===== config.mk =====
export PLATFORM = sky130hd
export DESIGN_NAME = seg_msg_sequencer
export DESIGN_NICKNAME = d
export VERILOG_FILES = /design/src/rtl/seg_msg_sequencer.sv
export SDC_FILE = /design/constraint.sdc
export NUM_CORES = 1
export LEC_CHECK = 0
export CAP_MARGIN = 20
export CORE_ASPECT_RATIO = 0.9
export CORE_UTILIZATION = 60
export CTS_CLUSTER_SIZE = 25
export DETAILED_ROUTE_END_ITERATION = 12
export PLACE_DENSITY = 0.93
export SLEW_MARGIN = 20
export SYNTH_ARGS = -nofsm -noshare
export SYNTH_HDL_FRONTEND = slang
export SYNTH_SLANG_ARGS = --single-unit

===== constraint.sdc =====
create_clock -name clk -period 7.05 [get_ports clk]
set_input_delay 0.705 -clock clk [delete_from_list [all_inputs] [get_ports clk]]
set_output_delay 0.705 -clock clk [all_outputs]
set_load 0.02 [all_outputs]

===== src/rtl/seg_msg_sequencer.sv =====
// Seven-segment message sequencer: steps a writable glyph buffer out to one digit
// at a programmable rate, with loop / one-shot / bounce / hold playback modes.
module seg_msg_sequencer #(
    parameter int DEPTH  = 16,
    parameter int DIV_W  = 16,
    localparam int ADDR_W = $clog2(DEPTH)
) (
    input  logic              clk,
    input  logic              rst,
    input  logic              wr_en,
    input  logic [ADDR_W-1:0] wr_addr,
    input  logic [7:0]        wr_data,
    input  logic [ADDR_W-1:0] last_idx,
    input  logic [DIV_W-1:0]  div,
    input  logic [1:0]        mode,
    input  logic              start,
    input  logic              stop,
    output logic [7:0]        seg_out,
    output logic [ADDR_W-1:0] cur_idx,
    output logic              busy,
    output logic              wrap,
    output logic              done
);

    localparam logic [1:0] S_IDLE = 2'd0;
    localparam logic [1:0] S_RUN  = 2'd1;
    localparam logic [1:0] S_DONE = 2'd2;

    localparam logic [1:0] M_LOOP    = 2'd0;
    localparam logic [1:0] M_ONESHOT = 2'd1;
    localparam logic [1:0] M_BOUNCE  = 2'd2;

    logic [1:0]        state;
    logic [DIV_W-1:0]  presc;
    logic              dir_down;
    logic [7:0]        mem [DEPTH];

    logic [ADDR_W-1:0] nxt_idx;
    logic              nxt_dir;
    logic              nxt_wrap;
    logic              nxt_done;
    logic              at_end;
    logic              tick;

    assign busy   = (state == S_RUN);
    // >= rather than == so a div lowered mid-count cannot strand the prescaler
    assign tick   = (state == S_RUN) && (presc >= div);
    assign at_end = (cur_idx >= last_idx);

    always_comb begin
        nxt_idx  = cur_idx;
        nxt_dir  = dir_down;
        nxt_wrap = 1'b0;
        nxt_done = 1'b0;
        case (mode)
            M_LOOP: begin
                if (at_end) begin
                    nxt_idx  = '0;
                    nxt_wrap = 1'b1;
                end else begin
                    nxt_idx = cur_idx + 1'b1;
                end
            end
            M_ONESHOT: begin
                if (at_end) nxt_done = 1'b1;
                else        nxt_idx  = cur_idx + 1'b1;
            end
            M_BOUNCE: begin
                // single-glyph message has nowhere to bounce to
                if (last_idx == '0) begin
                    nxt_idx  = '0;
                    nxt_wrap = 1'b1;
                end else if (!dir_down) begin
                    if (at_end) begin
                        nxt_dir  = 1'b1;
                        nxt_idx  = cur_idx - 1'b1;
                        nxt_wrap = 1'b1;
                    end else begin
                        nxt_idx = cur_idx + 1'b1;
                    end
                end else begin
                    if (cur_idx == '0) begin
                        nxt_dir  = 1'b0;
                        nxt_idx  = cur_idx + 1'b1;
                        nxt_wrap = 1'b1;
                    end else begin
                        nxt_idx = cur_idx - 1'b1;
                    end
                end
            end
            default: ;
        endcase
    end

    always_ff @(posedge clk or posedge rst) begin
        if (rst) begin
            state    <= S_IDLE;
            presc    <= '0;
            dir_down <= 1'b0;
            cur_idx  <= '0;
            seg_out  <= 8'h00;
            wrap     <= 1'b0;
            done     <= 1'b0;
            for (int i = 0; i < DEPTH; i++) mem[i] <= 8'h00;
        end else begin
            if (wr_en) mem[wr_addr] <= wr_data;
            seg_out <= (state == S_IDLE) ? 8'h00 : mem[cur_idx];
            wrap    <= 1'b0;
            done    <= 1'b0;
            if (stop || start) begin
                state    <= stop ? S_IDLE : S_RUN;
                cur_idx  <= '0;
                presc    <= '0;
                dir_down <= 1'b0;
            end else if (state == S_RUN) begin
                if (tick) begin
                    presc    <= '0;
                    cur_idx  <= nxt_idx;
                    dir_down <= nxt_dir;
                    wrap     <= nxt_wrap;
                    done     <= nxt_done;
                    if (nxt_done) state <= S_DONE;
                end else begin
                    presc <= presc + 1'b1;
                end
            end
        end
    end

endmodule

==> metrics.cfg <==
[die]
die_w_um = 125
rows = 39
core_area_sq_um = 12900
start_util_pct = 62.9
ioPinCount = 54
die_h_um = 112
die_area_sq_um = 14000

[timing]
worstMarginPinSlew_ns = 1.15
slew-limit-headroom_pct = 22.9
clock_skew_ns = 0.00828
tns_ns = 0
finalSetupViolCount = 0
finalHoldViolations = 0
fmax_ghz = 0.334
rsz0062_at_grt = false
final_max_slew_viol_count = 0
worst_slack_ns = 4.05
period_needed_ns = 3.00
post-route-period-util_pct = 42.5

[placement]
hpwl_um = 11700
io_buffers = 53
dpl_worst_slack_ns = 3.92
gp_congestion = 0.883

[route]
highest_layer = met4
wl_met2_um = 9170
wl_per_cell_um = 22.2
vias = 5328
dr.pass1.iters = 6
wl_met3_um = 1210
drc = 0
ant_nets = 0
wl_um = 18400
dr.first_iter.drc_count = 489
via_per_inst = 6.41
wirelength_met1_um = 7500

[clock_network]
numCtsBuffers = 17
ctsResizeCount = 0
postCtsHoldBufs = 0
cts_tree = done
cts.htree.levels = 4
cts_root_buf = clkbuf_16
clock_latency_ns = 0.43
cts_sinks = 161
cts_setup_buffers = 0
cts_buffer_depth = 2
path_clk_slew_ns = 0.06

[global_route]
first_global_vias = 5680
grt_pass1_wl_um = 30300
grt_max_degree = 94
track_usage_pct = 28.9
grt_overflow_total = 0
antenna_found_initial = 0

[worst_setup_path]
arrival_ns = 2.29
crit_path_max_incr_delay_ns = 0.67
crit_path_end_kind = output port
cp_cell_sequence = nand2b_1, inv_1, clkdlybuf4s50_1
cp.buffers_inverters = 2
required_ns = 6.34
r2r_setup_slack_ns = 4.20
worst-path-max-fanout = 13
startpoint_type = register
crit_family = buffers and inverters
critPathKind = reg2out
crit_slowest_cell = clkdlybuf4s50_1

[logic_synthesis]
ys.warnings.count = 0
async_reset_ff_share_pct = 100
syn_area_sq_um = 8130
ys_types = 53
synth_area_per_cell_sq_um = 13.4
synth_fp_nets = 671
synth_edf_count = 0
seq_area_frac_synth_pct = 49.6
synth-seq-cells = 161
syn_inst = 606
ys.flop_type = dfrtp_1

[worst_hold_path]
min_path_type = reg2reg

[cells_and_area]
multi_input_area_sq_um = 3850
drive_gt1_share_pct = 31.9
seqCellArea_sq_um = 4030
antennaDiodeCount = 0
fillers = 755
synthToLayoutAreaGrowth_pct = 15.9
nNetsFinal = 719

[outcome]
run_status = finished, final reports clean

[power_and_ir_drop]
powerDensity_nw_per_um2 = 280
ir_drop_v = 0.000340
power_leakage_nw = 3.98

[run]
drv_cap = 0

cell families (layout without fill, tap and decap cells):
| kind of cell | after synthesis | in the layout | synth area share, % |
|---|---|---|---|
| adder cells (fa/ha/maj) | 26 | 26 | 4.00 |
| AO/OA/AOI/OAI | 48 | 48 | 4.37 |
| AND/OR/NAND/NOR | 130 | 130 | 8.28 |
| multiplexers | 171 | 171 | 29.2 |
| flip-flops | 161 | 161 | 49.6 |
| buffers and inverters | 56 | 117 | 3.06 |
| XOR/XNOR | 14 | 14 | 1.51 |
power by group:
group / switching [W] / total (W) / internal (W)
clock: 0.000377 / 0.00102 / 0.000647
combinational: 0.000157 / 0.000424 / 0.000267
sequential: 0.0000916 / 0.00119 / 0.00110
synth_stat cells, types with 3 or more instances:
cell	number	area, sq um
a211oi_1	4	30.0
a21oi_1	8	40.0
and2_1	3	18.8
buf_6	5	56.3
clkbuf_1	21	78.8
dfrtp_1	161	4030
ha_1	26	325
inv_1	29	109
mux2_2	129	1450
mux4_2	40	901
nand2_1	20	75.1
nand2b_1	9	56.3
nand3_1	10	50.1
nand3b_1	4	30.0
nand4_1	7	43.8
nor2_1	36	135
nor2b_1	13	81.3
nor3_1	10	50.1
nor3b_1	3	22.5
o21a_1	3	22.5
o21ai_0	10	50.1
or3_1	5	31.3
xnor2_1	10	87.6
xor2_1	4	35.0
final cells by class:
class	count	share of cell area, %
sequential	161	42.8
multi-input combinational	389	40.9
timing repair buffer	56	5.91
clock buffer	19	4.81
clock inverter	13	2.22
tap	164	2.18
inverter	29	1.21
cells in the final DEF (no fill, tap or decap), types with 2 or more instances in the layout:
master,count
a22oi_1,2
nor3_1,10
nand2b_1,9
nand3_1,10
a21oi_1,8
clkinv_2,2
nand4_1,7
and4_1,2
o21a_1,3
a311oi_1,2
nor2_1,36
clkinvlp_4,3
nor2b_1,13
nor3b_1,3
mux2_2,129
dfrtp_1,160
or3_1,5
nand2_1,20
xnor2_1,10
a2111oi_0,2
nand3b_1,4
mux4_2,40
clkinv_4,3
bufinv_16,5
clkbuf_8,2
and2_1,3
ha_1,26
xor2_1,4
mux2i_1,2
o21ai_0,10
inv_1,28
o221ai_1,2
a211oi_1,4
or4_1,2
clkdlybuf4s50_1,53
buf_4,2
clkbuf_16,17
state kept, by name, indices dropped and copies added (netlist names):
| signal | flops |
|---|---|
| dir_down | 1 |
| done | 1 |
| wrap | 1 |
| state | 2 |
| mem | 128 |
| presc | 16 |
| seg_out | 8 |
| cur_idx | 4 |
through the flow:
step	instance area, sq um	total power [W]	hold slack, ns	util [%]	cells
3_5_place_dp	8750	0.00163	0.488	67.7	799
3_3_place_gp	8750	0.00158	0.482	67.7	799
4_1_cts	9410	0.00265	0.501	72.8	831
5_1_grt	9420	0.00274	0.517	72.8	831
2_1_floorplan	8130	0.00150	0.474	-	606
6_report	9420	0.00264	0.502	72.8	831
final timing paths:
kind                                   startpoint                     end  cells past startpoint
max reg2reg                cur_idx[2]$_DFFE_PP0P_  cur_idx[3]$_DFFE_PP0P_                      7
min                           mem[75]$_DFFE_PP0P_     mem[75]$_DFFE_PP0P_                      1
max in group asynchronous                     rst  cur_idx[0]$_DFFE_PP0P_                      3
max                          state[1]$_DFFE_PP0P_                    busy                      3
min in group asynchronous                     rst     mem[93]$_DFFE_PP0P_                      2
min reg2reg                   mem[75]$_DFFE_PP0P_     mem[75]$_DFFE_PP0P_                      1
worst register-to-register path: stages, from the launching register on:
cell and delay [ns]:
dfrtp_1 0.92, ha_1 0.40, o21a_1 0.22, nor3_1 0.38, nor3_1 0.15, o41ai_1 0.43, nand4_1 0.16, o221ai_1 0.10
layer usage:
metal / vias to the layer above / GRT usage, %
met5: - / 0
met4: 0 / 12.9
met3: 52 / 6.34
met2: 213 / 47.7
met1: 2742 / 37.0
li1: 2321 / -
Power figures use the tool's default switching activity.
